==> config.mk <==
export PLATFORM = sky130hd
export DESIGN_NAME = dbc_port_change_arbiter
export DESIGN_NICKNAME = d
export VERILOG_FILES = /design/src/rtl/dbc_port_change_arbiter.sv
export SDC_FILE = /design/constraint.sdc
export NUM_CORES = 1
export LEC_CHECK = 0
export BUFFER_PORTS_ARGS = -buffer_cell sky130_fd_sc_hd__clkbuf_2
export CAP_MARGIN = 20
export CORE_MARGIN = 3
export CORE_UTILIZATION = 56
export DETAILED_ROUTE_END_ITERATION = 10
export MAX_ROUTING_LAYER = met4
export PLACE_DENSITY = 0.78
export SYNTH_ARGS = -nofsm -noshare
export SYNTH_HDL_FRONTEND = slang
export SYNTH_SLANG_ARGS = --single-unit
==> constraint.sdc <==
create_clock -name clock -period 2.05 [get_ports clock]
set_clock_uncertainty 0.2 [all_clocks]
set_input_delay 0.1025 -clock clock [delete_from_list [all_inputs] [get_ports clock]]
set_output_delay 0.1025 -clock clock [all_outputs]
set_load 0.02 [all_outputs]
==> src/rtl/dbc_port_change_arbiter.sv <==
`default_nettype none
// ---------------------------------------------------------------------------
// dbc_port_change_arbiter : latches DbC port change pulses into RW1C bits,
// arbitrates pending changes onto one event handshake, runs the enumeration
// watchdog. Define DBC_RR_ARB_EN for round-robin arbitration.
// Rev 1.0
// ---------------------------------------------------------------------------
module dbc_port_change_arbiter #(
  parameter int ENUM_TIMEOUT = 1000,
  parameter int TMR_W        = 16
) (
  input  logic       clock,
  input  logic       reset,
  input  logic       csc_set,
  input  logic       plc_set,
  input  logic       prc_set,
  input  logic       cec_set,
  input  logic [3:0] rw1c_clr,
  output logic [3:0] change_bits,
  output logic       evt_valid,
  output logic [1:0] evt_code,
  input  logic       evt_ready,
  input  logic       PED,
  input  logic       enum_start,
  input  logic       set_config_succesful,
  output logic       EnumError
);

  localparam logic [0:0] S_IDLE  = 1'b0;
  localparam logic [0:0] S_OFFER = 1'b1;
  localparam logic [0:0] W_IDLE  = 1'b0;
  localparam logic [0:0] W_RUN   = 1'b1;
  localparam logic [TMR_W-1:0] c_last_cnt = TMR_W'(ENUM_TIMEOUT - 1);

  logic [3:0] r_change;
  logic [3:0] r_pend;
  logic [3:0] w_set;
  logic [3:0] w_rise;
  logic [3:0] w_pend_clr;
  logic [0:0] r_arb_state;
  logic [0:0] w_arb_next;
  logic [1:0] r_code;
  logic [1:0] w_win;
  logic       w_found;
  logic       w_accept;
  logic       w_load;

  assign w_set  = {cec_set, prc_set, plc_set, csc_set};
  // Only a 0->1 edge of the change bit creates a new notification.
  assign w_rise = w_set & ~r_change;

`ifdef DBC_RR_ARB_EN
  logic [1:0] r_ptr;
  logic [1:0] w_idx;

  always_comb begin
    w_found = 1'b0;
    w_win   = 2'd0;
    w_idx   = 2'd0;
    for (int i = 1; i <= 4; i++) begin
      w_idx = r_ptr + 2'(i);
      if (!w_found && r_pend[w_idx]) begin
        w_found = 1'b1;
        w_win   = w_idx;
      end
    end
  end

  always_ff @(posedge clock or negedge reset) begin
    if (!reset) begin
      r_ptr <= 2'd3;
    end else if (w_accept) begin
      r_ptr <= r_code;
    end
  end
`else
  always_comb begin
    w_win = 2'd0;
    for (int i = 3; i >= 0; i--) begin
      if (r_pend[i]) begin
        w_win = 2'(i);
      end
    end
  end

  assign w_found = |r_pend;
`endif

  always_ff @(posedge clock or negedge reset) begin
    if (!reset) begin
      r_arb_state <= S_IDLE;
    end else begin
      r_arb_state <= w_arb_next;
    end
  end

  always_comb begin
    w_arb_next = r_arb_state;
    case (r_arb_state)
      S_IDLE:  if (w_found)   w_arb_next = S_OFFER;
      S_OFFER: if (evt_ready) w_arb_next = S_IDLE;
    endcase
  end

  always_comb begin
    w_load     = (r_arb_state == S_IDLE) && w_found;
    w_accept   = (r_arb_state == S_OFFER) && evt_ready;
    w_pend_clr = {3'b000, w_accept} << r_code;
  end

  // A re-pend of the accepted source on the accept edge survives the clear.
  always_ff @(posedge clock or negedge reset) begin
    if (!reset) begin
      r_change <= 4'h0;
      r_pend   <= 4'h0;
      r_code   <= 2'd0;
    end else begin
      r_change <= (r_change & ~rw1c_clr) | w_set;
      r_pend   <= (r_pend & ~w_pend_clr) | w_rise;
      if (w_load) begin
        r_code <= w_win;
      end
    end
  end

  assign change_bits = r_change;
  assign evt_valid   = r_arb_state;
  assign evt_code    = r_code;

  logic [0:0]       r_wd_state;
  logic [0:0]       w_wd_next;
  logic [TMR_W-1:0] r_cnt;
  logic [TMR_W-1:0] w_cnt_next;
  logic             r_enum_err;
  logic             w_err_next;
  logic             w_expire;

  assign w_expire = (r_cnt == c_last_cnt);

  always_ff @(posedge clock or negedge reset) begin
    if (!reset) begin
      r_wd_state <= W_IDLE;
      r_cnt      <= '0;
      r_enum_err <= 1'b0;
    end else begin
      r_wd_state <= w_wd_next;
      r_cnt      <= w_cnt_next;
      r_enum_err <= w_err_next;
    end
  end

  always_comb begin
    w_wd_next = r_wd_state;
    case (r_wd_state)
      W_IDLE: if (enum_start && PED) w_wd_next = W_RUN;
      W_RUN: begin
        if (set_config_succesful || !PED) w_wd_next = W_IDLE;
        else if (enum_start)              w_wd_next = W_RUN;
        else if (w_expire)                w_wd_next = W_IDLE;
      end
    endcase
  end

  // Success and PED loss take precedence over expiry on the same cycle.
  always_comb begin
    w_cnt_next = r_cnt;
    w_err_next = 1'b0;
    case (r_wd_state)
      W_IDLE: if (enum_start && PED) w_cnt_next = '0;
      W_RUN: begin
        if (set_config_succesful || !PED) w_cnt_next = r_cnt;
        else if (enum_start)              w_cnt_next = '0;
        else if (w_expire)                w_err_next = 1'b1;
        else                              w_cnt_next = r_cnt + TMR_W'(1);
      end
    endcase
  end

  assign EnumError = r_enum_err;

endmodule
`default_nettype wire

[Yosys cells after proc, flatten, opt, wreduce, memory -nomap -nowiden]
Cells that the tools add are included.
Cells by class
  muxes and demuxes: 21
  shift-type cells: 1
  bitwise logic cells: 10
  reduce and logical (&&, ||, !) cells: 7
  equality and inequality tests: 4
  $add $sub $neg: 1
Operator list (number)
  16-bit two-way mux: 4
  16-bit one-hot mux with 2 select lines: 1
  16-bit by 1-bit adder with 16-bit output (second input constant): 1
  16-bit by 10-bit equality test with 1-bit output (second input constant): 1
  4-bit bitwise AND: 3
  4-bit NOT: 3
  1-bit two-way mux: 10
  2-bit two-way mux: 4
  4-bit OR: 2
  2-bit inequality test (second input constant): 2
  1-bit one-hot mux with 2 select lines: 2
  4-bit OR reduction: 1
  1-bit by 2-bit << shifter with 4-bit output: 1
  1-bit logical AND: 3
  3-bit inequality test (second input constant): 1
  3-bit AND reduction: 1
  1-bit NOT: 2
  1-bit zero test: 1
  1-bit logical OR: 1
Storage, ports and cells
  flip-flop bits (word level): 29
  logic and storage cells: 51
  input port bits: 14

[Depth between registers and ports, before layout]
Gate-level depths: netlist of run 1.
  word-level depth: 5
  depth in mapped cells: 6
  depth with buffers taken out: 5

[Least setup slack after synthesis of run 1]
Ideal clock, no wire load.
  path type: register -> register
  from: register r_cnt[0]
  to: register r_cnt[11]
  data arrival time: 1.483 ns
  buffers on the path: 1
  clock period less this slack: 1.778 ns
  cell stages (with the launch flop): 7
  library setup time: 0.095 ns
  path slack: 0.272 ns
  cell sequence: dfrtp_1 > ha_1 > nor4bb_1 > and4_1 > nand2b_1 > buf_2 > o31ai_1
On the way
  longest elaborated chain between the ends: 5
  elaborated cells between the ends (all ways): 8
  those cells by class: add/sub (1); eq/ne (2); mux (4); reduce/logical (1)
RTL lines
  start, declared: line 132  | logic [TMR_W-1:0] r_cnt;
  start signal, assigned: line 147  | r_cnt <= w_cnt_next;
  16-bit by 1-bit adder with 16-bit output: line 174  | else w_cnt_next = r_cnt + TMR_W'(1);
  16-bit two-way mux: line 173  | else if (w_expire) w_err_next = 1'b1;
  16-bit two-way mux: line 172  | else if (enum_start) w_cnt_next = '0;
  16-bit two-way mux: line 171  | if (set_config_succesful || !PED) w_cnt_next = r_cnt;
  16-bit one-hot mux with 2 select lines: line 168  | case (r_wd_state)
Parallel ways exist; a longest one is shown, timed or not. The select of a mux whose other input is x is not followed.
A chain may end at the register's enable or synchronous reset.

[Worst setup path after layout of run 1]
  from: register r_cnt[0]
  to: register r_cnt[13]
The elaborated chain is that of the path after synthesis.

==> reports/results.txt, run 1 <==
Using the TritonRoute via totals, the vias-per-cell ratio works out to 6.140. Setup violations remaining at the end of the flow were counted as 0. The routed wire length was 3646 um; the clock buffer count from CTS was 5.

The number of antenna diodes in the final layout is 0. For this run the aggregate overflow at the end of global routing stands at 0. TritonCTS built the clock tree. The tools report the worst slew slack as a fraction of its limit as 53.07%. The via count of the first global-routing pass is 1,460, and the total count of max-transition violations in the final report is 0. The path class of the tightest hold or removal check is input pin to async pin.

Setup repair after global routing left no endpoint under its margin. The post-detailed-placement half-perimeter wirelength is 2401 um, and the count of flip-flops with a built-in enable after synthesis is 0. By area the synthesized netlist is led by sky130_fd_sc_hd__dfrtp_1, sky130_fd_sc_hd__o31ai_1, sky130_fd_sc_hd__o21ai_0.

For the worst-skew pair, the clock arrives at the later sink with an insertion delay of 0.33 ns. The largest net degree at the start of global routing was 30. Worst ir drop on vdd: 0.6455 mV.

The area growth from synthesis to layout is 26.00%. Across all hold checks on the routed design, the worst slack comes to 0.1489 ns. The aggregate global-route resource usage was 25.90%; the highest net fanout along the worst path was 5.

For the filler-free cell count of the finished design, the log shows 236. The adder-cell share of the synthesized area was 0.8150%; the maximum root-to-sink buffer count was 2. Counting every sink on the clock net gives 29.

For this configuration, the core starts out at a cell density of 60.32%. Counting instances in the post-synthesis netlist gives the leading cell types as sky130_fd_sc_hd__dfrtp_1, sky130_fd_sc_hd__o21ai_0, sky130_fd_sc_hd__o31ai_1, sky130_fd_sc_hd__inv_1. The completed layout was analyzed and its total power is 1.305 mW.

For this run, the number of Yosys warnings is 0. By area, the combinational part of the netlist is dominated by compound AO/OA/AOI/OAI gates. The number of setup buffers added after CTS came out at 0. The worst setup path is launched from a flip-flop.

The average instance in the mapped netlist occupies 9.536 um2. The final cycle utilization of the critical path was 94.32%. Hold repair after CTS inserted 18 buffers. The run finished with clean final reports. Top flip-flop cell by instance count after synthesis: sky130_fd_sc_hd__dfrtp_1. Hold violation total from the final report: 0. The share of synthesized area in the top cell type comes to 47.27%. The run gives 2545 um2 as the placeable core region. The worst setup path is of the flip-flop to flip-flop kind.

In the synthesized netlist the async set-or-reset flop fraction comes to 100.0%. The largest single stage delay on the critical path is 0.46 ns. Once detail routing completed, the nets flagged for antenna violations numbered 0. At the end of routability-driven placement, the weighted congestion stood at 0.8869. The clock-pin slew of the registers on the worst-case setup and hold paths was 0.10 ns. For this design the top-level I/O count stands at 22.

The total power density per cell area was 674.9 nW/um2; the first-pass GRT wire length was 6541 um. The synthesized netlist cell count was 161. For this block, the initial DRC count from the detailed router was 58. In the routed design, unresolved DRC markers number 0. The count of nets after finishing came out at 220. The library cell contributing the largest single delay on the critical path was sky130_fd_sc_hd__or4b_1. At the pin with the least slew margin, the transition time is 0.7040 ns. Max-cap violations in this run came to 0. STA classifies the critical path endpoint as a flip-flop. In this run the horizontal extent of the chip is 58.36 um. The tools report the initial antenna violation count as 0. The pre-antenna-repair detailed-routing pass consisted of 4 iterations. The detailed router placed 1,449 vias in this run. The buffering stage count on the worst path with inverters included was 1.

The post-synthesis share of cell area spent on and, or, nand and nor gates was 21.27%. The number of nets in the synthesized netlist is 176. The top achievable clock speed was 517.2 MHz; the part of the Yosys area used for sequential elements was 47.27%. The die area is 3406 um2. The multiplexer fraction of the synthesized cell area is 0%, and the post-cts sizing count is 0.

The H-tree was split into 2 levels. The data required time of the worst path is 2.11 ns, and the cell area after synthesis is 1535 um2. The critical path goes through ha_1, nor4bb_1, and4_1, buf_4, or4b_1, o21ai_1.

The layout filler cell count came out at 176. The routed design could run at a clock period as short as 1.934 ns. The share of cells above drive strength 1 was 19.90%. The most area-hungry cell type in the Yosys netlist was sky130_fd_sc_hd__dfrtp_1. The die height is 58.36 um.

The kind of cell with the highest combined delay along the critical path is simple AND/OR/NAND/NOR gates. Including well taps, the total number of placed cells is 210. The number of library cell types mapped by synthesis came out at 40. The routed wirelength normalized by instance count came out at 15.45 um. The summed negative setup slack over all endpoints is 0 ns. The dominant cell by count in the synthesized netlist is sky130_fd_sc_hd__dfrtp_1. The XOR/XNOR share of the synthesized area works out to 0%.

After floorplanning, the core was divided into 18 placement rows. The quantity of I/O buffers inserted on ports came out at 21. Summing the areas of all compound-gate instances in the mapped netlist gives 23.72% of the synthesized area. At the worst endpoint, the arrival time is 1.99 ns. The root buffer cell chosen for the clock tree is sky130_fd_sc_hd__clkbuf_4. The number of flip-flops and latches in the synthesized netlist is 29. For this design the static power due to leakage is 0.8923 nW.
==> metrics by stage <==
stage	worst slack, ns	area, um2	utilization, %
final	0.1164	1934	76.01
after detailed placement	0.1518	1684	66.18
after CTS	0.1178	1934	76.01
after global routing	0.03815	1934	76.01
after floorplan	0.2718	1535	-
after global placement	0.1947	1684	66.18
==> cells in the final DEF, fill, tap and decap left out, types with 2 or more instances in the layout <==
cell type and count:
sky130_fd_sc_hd__o41ai_1 2, sky130_fd_sc_hd__buf_4 8, sky130_fd_sc_hd__a211oi_1 3, sky130_fd_sc_hd__dlygate4sd3_1 18, sky130_fd_sc_hd__clkbuf_2 21, sky130_fd_sc_hd__a41oi_1 2
sky130_fd_sc_hd__and4_1 5, sky130_fd_sc_hd__o22a_1 2, sky130_fd_sc_hd__clkbuf_4 5, sky130_fd_sc_hd__o31ai_1 16, sky130_fd_sc_hd__nand4_1 2, sky130_fd_sc_hd__o22ai_1 3
sky130_fd_sc_hd__nand3_1 5, sky130_fd_sc_hd__nand2_1 9, sky130_fd_sc_hd__clkbuf_8 2, sky130_fd_sc_hd__inv_1 14, sky130_fd_sc_hd__nand2b_1 5, sky130_fd_sc_hd__a21oi_1 3
sky130_fd_sc_hd__dfrtp_1 29, sky130_fd_sc_hd__nor2_1 9, sky130_fd_sc_hd__nor3_1 3, sky130_fd_sc_hd__o21ai_0 16, sky130_fd_sc_hd__a31oi_1 4, sky130_fd_sc_hd__and2_1 2
==> routing by layer <==
layer  vias to the layer above  part of all wire, %  global-route usage, %
met3                         6                  4.9                  7.018
met4                         0                  1.0                  9.934
li1                        692                    -                      -
met1                       715                   45                  33.67
met2                        36                   49                  38.76
met5                         -                    0                      -
==> worst paths after layout <==
check / startpoint / end / slack (ns) / cells past startpoint
worst max-delay path: r_cnt[0] / r_cnt[13] / 0.12 / 6
worst min-delay path: reset / r_pend[3] / 0.15 / 2
worst max register to register: r_cnt[0] / r_cnt[13] / 0.12 / 6
worst min register to register: change_bits[1] / r_pend[1] / 0.29 / 1
max in group asynchronous: reset / r_cnt[7] / 1.05 / 2
min in group clock: change_bits[1] / r_pend[1] / 0.29 / 1
==> cell type report <==
cell class	instances	area, um2	area share [%]
Clock buffer	7	65.06	3.364
Sequential cell	29	725.7	37.52
Timing Repair Buffer	47	345.3	17.85
Multi-Input combinational cell	108	703.2	36.35
Inverter	14	52.55	2.717
Tap cell	30	37.54	1.940
Clock inverter	1	5.005	0.2587
==> registers in the layout, summed over array words and instances (netlist names) <==
name,flops
evt_valid,1
r_cnt,16
r_pend,4
evt_code,2
EnumError,1
change_bits,4
r_wd_state,1
==> kinds of logic (layout without fill, tap and decap cells) <==
family	count (synthesis)	count (layout)
AOI/OAI and AO/OA	55	55
adders and majority gates	1	1
buffers and inverters	24	69
DFF	29	29
and+or+nand+nor	52	52
==> report_power, final <==
part	internal, mW	leakage [nW]	switching, mW
Combinational	0.104	0.481	0.121
Sequential	0.625	0.370	0.0547
Clock	0.199	0.0413	0.202
Total	0.928	0.892	0.378
No activity file was read; power rests on OpenSTA's default activity.
==> run 2, diff against run 1 <==
--- a/config.mk
+++ b/config.mk
@@ -5,7 +5,7 @@
 export SDC_FILE = /design/constraint.sdc
 export NUM_CORES = 1
 export LEC_CHECK = 0
-export BUFFER_PORTS_ARGS = -buffer_cell sky130_fd_sc_hd__clkbuf_2
+export BUFFER_PORTS_ARGS = -buffer_cell sky130_fd_sc_hd__buf_2
 export CAP_MARGIN = 20
 export CORE_MARGIN = 3
 export CORE_UTILIZATION = 56
==> run 2 against run 1 <==
  * Sequential power about the same
  * Final area increased by 0.26%
  * Utilization increased by 0.20 points
  * Cell count decreased by 0.42%
  * Non-clock buffer count decreased by 1
==> reports/results.txt, run 2 (synthesized netlist as in run 1, its figures left out) <==
The run finished with clean final reports. Clock insertion delay at the later pin of the skew report: 0.31 ns (-0.02 ns). The worst endpoint data arrival time was 1.99 ns (about the same); the clock-pin slew of the registers on the worst-case setup and hold paths was 0.10 ns (about the same).

Quantity of I/O buffers inserted on ports: 21 (unchanged). Die span in x: 58.36 um (unchanged). The run gives 18 (unchanged) as the site row count. The logs give 54 (-6.9%) for the iteration-0 DRC count of the detailed router and 0 (unchanged) for the post-cts sizing count.

The run gives 6437 um (-1.6%) as the first-pass GRT wire length. Leaving out fill and tap cells, the most frequent cells in the layout are sky130_fd_sc_hd__dfrtp_1, sky130_fd_sc_hd__buf_2, sky130_fd_sc_hd__dlygate4sd3_1, sky130_fd_sc_hd__o21ai_0, sky130_fd_sc_hd__o31ai_1. The run gives 2545 um2 (unchanged) as the placeable core region. The register with the most flip-flops in the final layout is r_cnt. Switching part of the total power: 26.59% (-2.4 points). The number of setup buffers added after CTS is 0 (unchanged). The routed wire length was 3703 um (+1.6%). The maximum root-to-sink buffer count was 2 (unchanged).

The via density per instance was 6.319 (+2.9%); the worst slew slack as a fraction of its limit was 57.66% (+4.6 points). The final core utilization is 76.20% (+0.20 points). The tools report the aggregate global-route resource usage as 26.14% (+0.24 points). The number of optimization iterations in the first detailed-route pass is 4 (unchanged), and the number of maximum-capacitance constraint violations is 0 (unchanged). The kind of critical path is flip-flop to flip-flop. The number of flip-flops under the largest register name was 16 (unchanged). The initial antenna violation count was 0 (unchanged). The worst ir drop on vdd is 0.7627 mV (+18%), and the share of cells above drive strength 1 is 19.51% (-0.39 points).

The run gives 5 (unchanged) as the clock buffer count from CTS. The logs give 2 (unchanged) for the deepest level of the CTS H-tree and 35.2% (+4.5 points) for the clock group share of total power. The tools report the total count of max-transition violations in the final report as 0 (unchanged). The top achievable clock speed came out at 516.0 MHz (-0.23%). End of the worst register-to-register path: r_cnt[13]. Setup repair after global routing left no endpoint under its margin. For the weighted congestion at the end of routability-driven global placement, the log shows 0.8879 (+0.11%). The combinational group share of total power is 15.5% (-1.7 points), and the final cycle utilization of the critical path is 94.54% (+0.22 points). The highest net fanout along the worst path works out to 5 (unchanged). The die area is 3406 um2 (unchanged), and the layout filler cell count is 172 (-2.3%).

The internal portion of total power was 1.012 mW (+9.1%). The total power density per cell area came out at 710.9 nW/um2 (+5.3%). Die height: 58.36 um (unchanged).

TritonCTS built the clock tree. The number of sinks handled by clock tree synthesis came out at 29 (unchanged). The count of nets after finishing was 219 (-0.45%). The logs give 0 (unchanged) for the number of routed nets with antenna violations and 0.3666 mW (-3.0%) for the net switching power figure. The worst setup path is launched from a flip-flop. The data required time of the worst path is 2.10 ns (about the same), and the minimum clock period is 1.938 ns (+0.004451 ns). For the post-detailed-placement half-perimeter wirelength, the log shows 2385 um (-0.67%).

The standby leakage power was 0.8886 nW (-0.42%). The logs give 49.3% (-2.7 points) for the proportion of power drawn by flip-flops and latches and 1,485 (+2.5%) for the total vias in the final route. The tools report the reg-to-reg setup timing slack as 0.11 ns (about the same). The number of cells traversed by the worst register-to-register path works out to 6 (unchanged). For the via count of the first global-routing pass, the log shows 1,443 (-1.2%). For the starting density of the core, the log shows 60.32% (unchanged). The overall overflow remaining after global route is 0 (unchanged). STA classifies the critical path endpoint as a flip-flop.

For the largest net degree at the start of global routing, the log shows 30 (unchanged). The library cell used most frequently in the layout, excluding fill and tap cells, is sky130_fd_sc_hd__dfrtp_1. The tools report the total setup violations reported at the end of the flow as 0 (unchanged). The area added between synthesis and finish is 26.32%. The slew at the pin closest to its max-slew limit is 0.6351 ns (-0.06893 ns), and the number of ports placed on the die boundary is 22 (unchanged). In this run the worst hold path is classified as input pin to async pin. The summed negative setup slack over all endpoints came out at 0 ns (unchanged). For the post-route DRC violation count, the log shows 0 (unchanged). CTS placed an instance of sky130_fd_sc_hd__clkbuf_4 at the clock tree root. The count of antenna diodes in the layout was 0 (unchanged). The tools report the origin of the critical flop-to-flop path as r_cnt[0]. The hold violation total from the final report was 0 (unchanged). Routed wirelength normalized by instance count: 15.76 um (+2.0%).
## run 2: area by class of cell
type,instances,area [um2],share of cell area [%]
clock buffers,7,55.05,2.839
flip-flops and latches,29,725.7,37.42
multi-input cells,108,703.2,36.26
repair buffers,46,335.3,17.29
clock inverters,1,30.03,1.548
inverters,14,52.55,2.710
well taps,30,37.54,1.935
## run 2: power by group through the flow
stage	combinational (mW)	sequential (mW)	clock, mW
after floorplan	0.0932	0.700	0
after global placement	0.180	0.685	0
after detailed placement	0.185	0.690	0
after CTS	0.213	0.678	0.493
after global routing	0.240	0.689	0.527
final	0.214	0.680	0.485
## run 2: timing repair
action | in CTS | in global routing
hold buffers | 17 | 0
setup endpoints to repair | 0 | 0
hold endpoints to repair | 41 | 0
## run 2: critical path: stages (launching register included)
cell and delay, ns:
sky130_fd_sc_hd__dfrtp_1 0.41, sky130_fd_sc_hd__ha_1 0.21, sky130_fd_sc_hd__nor4bb_1 0.12, sky130_fd_sc_hd__and4_1 0.22, sky130_fd_sc_hd__buf_4 0.15, sky130_fd_sc_hd__or4b_1 0.47, sky130_fd_sc_hd__o21ai_1 0.09
## run 2: worst max path at each step
stage                     startpoint        end  slack [ns]  cells after the start
final                       r_cnt[0]  r_cnt[13]        0.11                      6
after global routing        r_cnt[0]   r_cnt[9]        0.01                      6
after CTS                   r_cnt[0]  r_cnt[13]        0.11                      6
after detailed placement    r_cnt[0]  r_cnt[13]        0.14                      6
after global placement      r_cnt[0]  r_cnt[13]        0.19                      6
after floorplan             r_cnt[0]  r_cnt[11]        0.27                      6
## run 2: layer usage
layer	part of all wire [%]	track usage, %	wire (um)
met1	45	32.18	1665
met2	48	40.99	1780
met3	5.2	5.921	194
met4	1.7	11.92	63
met5	0	-	0
## run 2: metrics by stage
stage / std cells / power, mW / worst slack, ns / hold WS [ns] / cell area (um2)
3_3_place_gp: 210 / 0.8641 / 0.1947 / -0.04473 / 1684
2_1_floorplan: 161 / 0.7928 / 0.2718 / -0.3931 / 1535
4_1_cts: 235 / 1.384 / 0.1114 / 0.1477 / 1939
5_1_grt: 235 / 1.456 / 0.01466 / 0.1638 / 1939
3_5_place_dp: 210 / 0.8746 / 0.1408 / -0.04390 / 1684
6_report: 235 / 1.379 / 0.1120 / 0.1481 / 1939
==> run 3, diff against run 2 <==
--- a/config.mk
+++ b/config.mk
@@ -5,13 +5,14 @@
 export SDC_FILE = /design/constraint.sdc
 export NUM_CORES = 1
 export LEC_CHECK = 0
+export ABC_AREA = 1
 export BUFFER_PORTS_ARGS = -buffer_cell sky130_fd_sc_hd__buf_2
 export CAP_MARGIN = 20
 export CORE_MARGIN = 3
-export CORE_UTILIZATION = 56
+export CORE_UTILIZATION = 57
 export DETAILED_ROUTE_END_ITERATION = 10
 export MAX_ROUTING_LAYER = met4
-export PLACE_DENSITY = 0.78
+export PLACE_DENSITY = 0.79
 export SYNTH_ARGS = -nofsm -noshare
 export SYNTH_HDL_FRONTEND = slang
 export SYNTH_SLANG_ARGS = --single-unit
==> run 3 against run 2 <==
  * Clock power shrank 31%
  * Count of clock-buffer cells in the layout shrank 1
  * Total power shrank 3.4%
  * Synthesized cell count grew 50%
  * Sequential share of layout area shrank 2.1 points
  * Die area grew 7.8%
  * Sequential power grew 3.7%
  * Critical endpoint is now r_cnt[10]
  * Largest power group unchanged
  * Highest routed layer unchanged
==> reports/results.txt, run 3 <==
The run gives 0 ns (unchanged) as the summed negative setup slack over all endpoints. For the number of maximum-capacitance constraint violations, the log shows 0 (unchanged). The count of flip-flops with a built-in enable after synthesis came out at 0 (unchanged). The placeable core region was 2805 um2 (+10%); the final cycle utilization of the critical path was 89.72% (-4.8 points). The top flip-flop cell by instance count after synthesis is sky130_fd_sc_hd__dfrtp_1. The worst setup path is captured at a flip-flop.

The number of flip-flops and latches in the synthesized netlist was 29 (unchanged); the hold violation total from the final report was 0 (unchanged). The logs give 0 (unchanged) for the warning count from the yosys run and 23 (-43%) for the number of library cell types mapped by synthesis. The library cells used most frequently in the layout, excluding fill and tap cells, are sky130_fd_sc_hd__nand2_1, sky130_fd_sc_hd__inv_1, sky130_fd_sc_hd__dfrtp_1, sky130_fd_sc_hd__nor2_1, sky130_fd_sc_hd__buf_2. The final instance area was 2053 um2 (+5.9%). The commonest non-fill, non-tap cell in the layout was sky130_fd_sc_hd__nand2_1. The tools report the total setup violations reported at the end of the flow as 0 (unchanged). The die area was 3672 um2 (+7.8%); the post-route DRC violation count was 0 (unchanged).

The number of stages on the worst hold path was 5. The share of cells above drive strength 1 works out to 17.13% (-2.4 points). The total power density per cell area is 649.0 nW/um2 (-8.7%).

The tree is rooted in a sky130_fd_sc_hd__clkbuf_4. The initial antenna violation count came out at 0 (unchanged). The run gives 1.034 nW (+16%) as the standby leakage power. For the worst slew slack as a fraction of its limit, the log shows 57.19% (-0.48 points).

The run finished with clean final reports. Synthesized netlist cell count: 241 (+50%). The end of the worst register-to-register path was r_cnt[10]. The area added between synthesis and finish is 20.84%, and the smallest setup slack after layout is 0.2107 ns (+0.09871 ns). More flip-flops sit in one register than any other, and that register is r_cnt.

The worst register-to-register path begins at r_cnt[0]. The total count of max-transition violations in the final report is 0 (unchanged). For the number of ports placed on the die boundary, the log shows 22 (unchanged). The most common cell in the synthesized netlist is sky130_fd_sc_hd__nand2_1. The via count of the first global-routing pass was 1,561 (+8.2%). The number of flip-flops under the largest register name was 16 (unchanged). The highest net fanout along the worst path is 6 (+1). The post-detailed-placement half-perimeter wirelength was 2787 um (+17%); the number of routed nets with antenna violations was 0 (unchanged).

The average footprint of a synthesized cell came out at 7.050 um2 (-26%). The via density per instance was 5.164 (-18%). Counting instances in the post-synthesis netlist gives the leading cell types as sky130_fd_sc_hd__nand2_1, sky130_fd_sc_hd__inv_1, sky130_fd_sc_hd__dfrtp_1, sky130_fd_sc_hd__nor2_1. The routed wirelength normalized by instance count was 12.51 um (-21%). The clock-pin slew of the registers on the worst-case setup and hold paths was 0.09 ns (about the same). The number of placed cells counting well taps is 292 (+39%), and the slew at the pin closest to its max-slew limit is 0.6422 ns (+0.007140 ns). The worst ir drop on vdd was 0.5279 mV (-31%).

The die span in x is 60.60 um (+3.8%). sky130_fd_sc_hd__dfrtp_1 takes more of the synthesized area than any other cell. For the aggregate global-route resource usage, the log shows 25.40% (-0.74 points).

The largest net degree at the start of global routing came out at 30 (unchanged). The logs give 2.08 ns (-0.02 ns) for the data required time of the worst path and 1,637 (+10%) for the total vias in the final route. Part of the Yosys area used for sequential elements: 42.71% (-4.6 points). The number of sinks handled by clock tree synthesis was 29 (unchanged).

The worst setup path is of the flip-flop to flip-flop kind. The tools report the clock insertion delay at the later pin of the skew report as 0.34 ns (+0.03 ns). Number of setup buffers added after CTS: 0 (unchanged).

For the minimum hold slack, the log shows 0.07079 ns (-0.07729 ns). The setup slack at placement is 0.2707 ns (+0.1299 ns), and the worst endpoint data arrival time is 1.87 ns (-0.12 ns). Count of nets after finishing: 300 (+37%).

The area of placed instances was 1832 um2 (+8.8%). TritonCTS built the clock tree. The deepest level of the CTS H-tree is 2 (unchanged), and the weighted congestion at the end of routability-driven global placement is 0.9309 (+4.8%). The routed wire length came out at 3965 um (+7.1%). Filler-free cell count of the finished design: 317 (+35%).

Type of the tightest min-delay check: input pin to flip-flop. The overall overflow remaining after global route was 0 (unchanged); the number of cells traversed by the worst register-to-register path was 8 (+2). For the count of antenna diodes in the layout, the log shows 0 (unchanged). For the cell area after synthesis, the log shows 1699 um2 (+11%). By area the synthesized netlist is led by sky130_fd_sc_hd__dfrtp_1, sky130_fd_sc_hd__nand2_1, sky130_fd_sc_hd__inv_1. The tools report the number of optimization iterations in the first detailed-route pass as 4 (unchanged). Fraction of registers with async set/reset: 100.0% (unchanged). The iteration-0 DRC count of the detailed router is 133 (+150%), and the die height is 60.60 um (+3.8%). The worst hold path begins at PED. The tools report the final core utilization as 73.19% (-3.0 points). The synthesized netlist net count is 256 (+45%). The tools report the launching element type of the critical path as a flip-flop. The path with the worst hold slack has its endpoint at r_wd_state. For the maximum root-to-sink buffer count, the log shows 2 (unchanged).

The quantity of I/O buffers inserted on ports came out at 21 (unchanged). First-pass GRT wire length: 6699 um (+4.1%). The starting density of the core is 60.57% (+0.25 points), and the top achievable clock speed is 543.7 MHz (+5.4%). The share of the synthesized area in the top cell type is 42.71% (-4.6 points). The run gives 19 (+1) as the site row count.

Setup repair after global routing left no endpoint under its margin. The minimum clock period was 1.839 ns (-0.09871 ns). The overall power consumption was 1.332 mW (-3.4%).

The clock buffer count from CTS was 5 (unchanged). The reg-to-reg setup timing slack is 0.21 ns (+0.10 ns).
[run 3: how the worst max path moves through the flow]
stage / start / end / slack [ns] / depth (start not counted)
after floorplan: r_cnt[0] / r_cnt[12] / 0.46 / 10
after global placement: r_cnt[0] / r_cnt[10] / 0.29 / 8
after detailed placement: r_cnt[0] / r_cnt[10] / 0.27 / 8
after CTS: r_cnt[0] / r_cnt[10] / 0.23 / 8
after global routing: r_cnt[0] / r_cnt[10] / 0.02 / 9
final: r_cnt[0] / r_cnt[10] / 0.21 / 8
[run 3: timing repair]
action | CTS | global route
hold buffers | 17 | 0
resized for setup | 0 | 0
hold endpoints to repair | 41 | 0
[run 3: logic make-up (layout without fill, tap and decap cells)]
logic type                 count (synthesis)  in the layout  synth area share (%)
and+or+nand+nor                          139            139                 36.01
buffers and inverters                     42             87                 9.867
AOI/OAI and AO/OA                         30             30                 10.68
DFF                                       29             29                 42.71
adders and majority gates                  1              1                0.7363
[run 3: power breakdown]
group	switching [mW]	total [mW]	internal, mW	leakage [nW]
combinational	0.179	0.293	0.114	0.631
sequential	0.0624	0.705	0.643	0.371
clock	0.204	0.335	0.130	0.0320
total	0.446	1.33	0.887	1.03
[run 3: layout make-up]
type	instances	area [um2]
clock buffer	6	41.29
inverter	41	156.4
clock inverter	2	10.01
tap	31	38.79
timing repair buffer	38	275.3
multi-input combinational	170	805.8
sequential	29	725.7
fill	212	752.0
[run 3: per-layer routing]
| metal | track usage (%) | up-vias | wire length, um |
|---|---|---|---|
| met5 | - | - | 0 |
| met4 | 11.15 | 0 | 46 |
| met3 | 5.106 | 5 | 238 |
| met2 | 37.71 | 40 | 1788 |
| met1 | 33.47 | 752 | 1891 |
| li1 | - | 840 | - |
[run 3: critical path: stages (launching register included)]
cell and delay (ns):
sky130_fd_sc_hd__dfrtp_1 0.43, sky130_fd_sc_hd__ha_1 0.22, sky130_fd_sc_hd__nand2_2 0.08, sky130_fd_sc_hd__nor2_1 0.29
sky130_fd_sc_hd__nand3_1 0.16, sky130_fd_sc_hd__o21bai_1 0.17, sky130_fd_sc_hd__nand2_1 0.08, sky130_fd_sc_hd__nand2_1 0.07
sky130_fd_sc_hd__inv_1 0.03
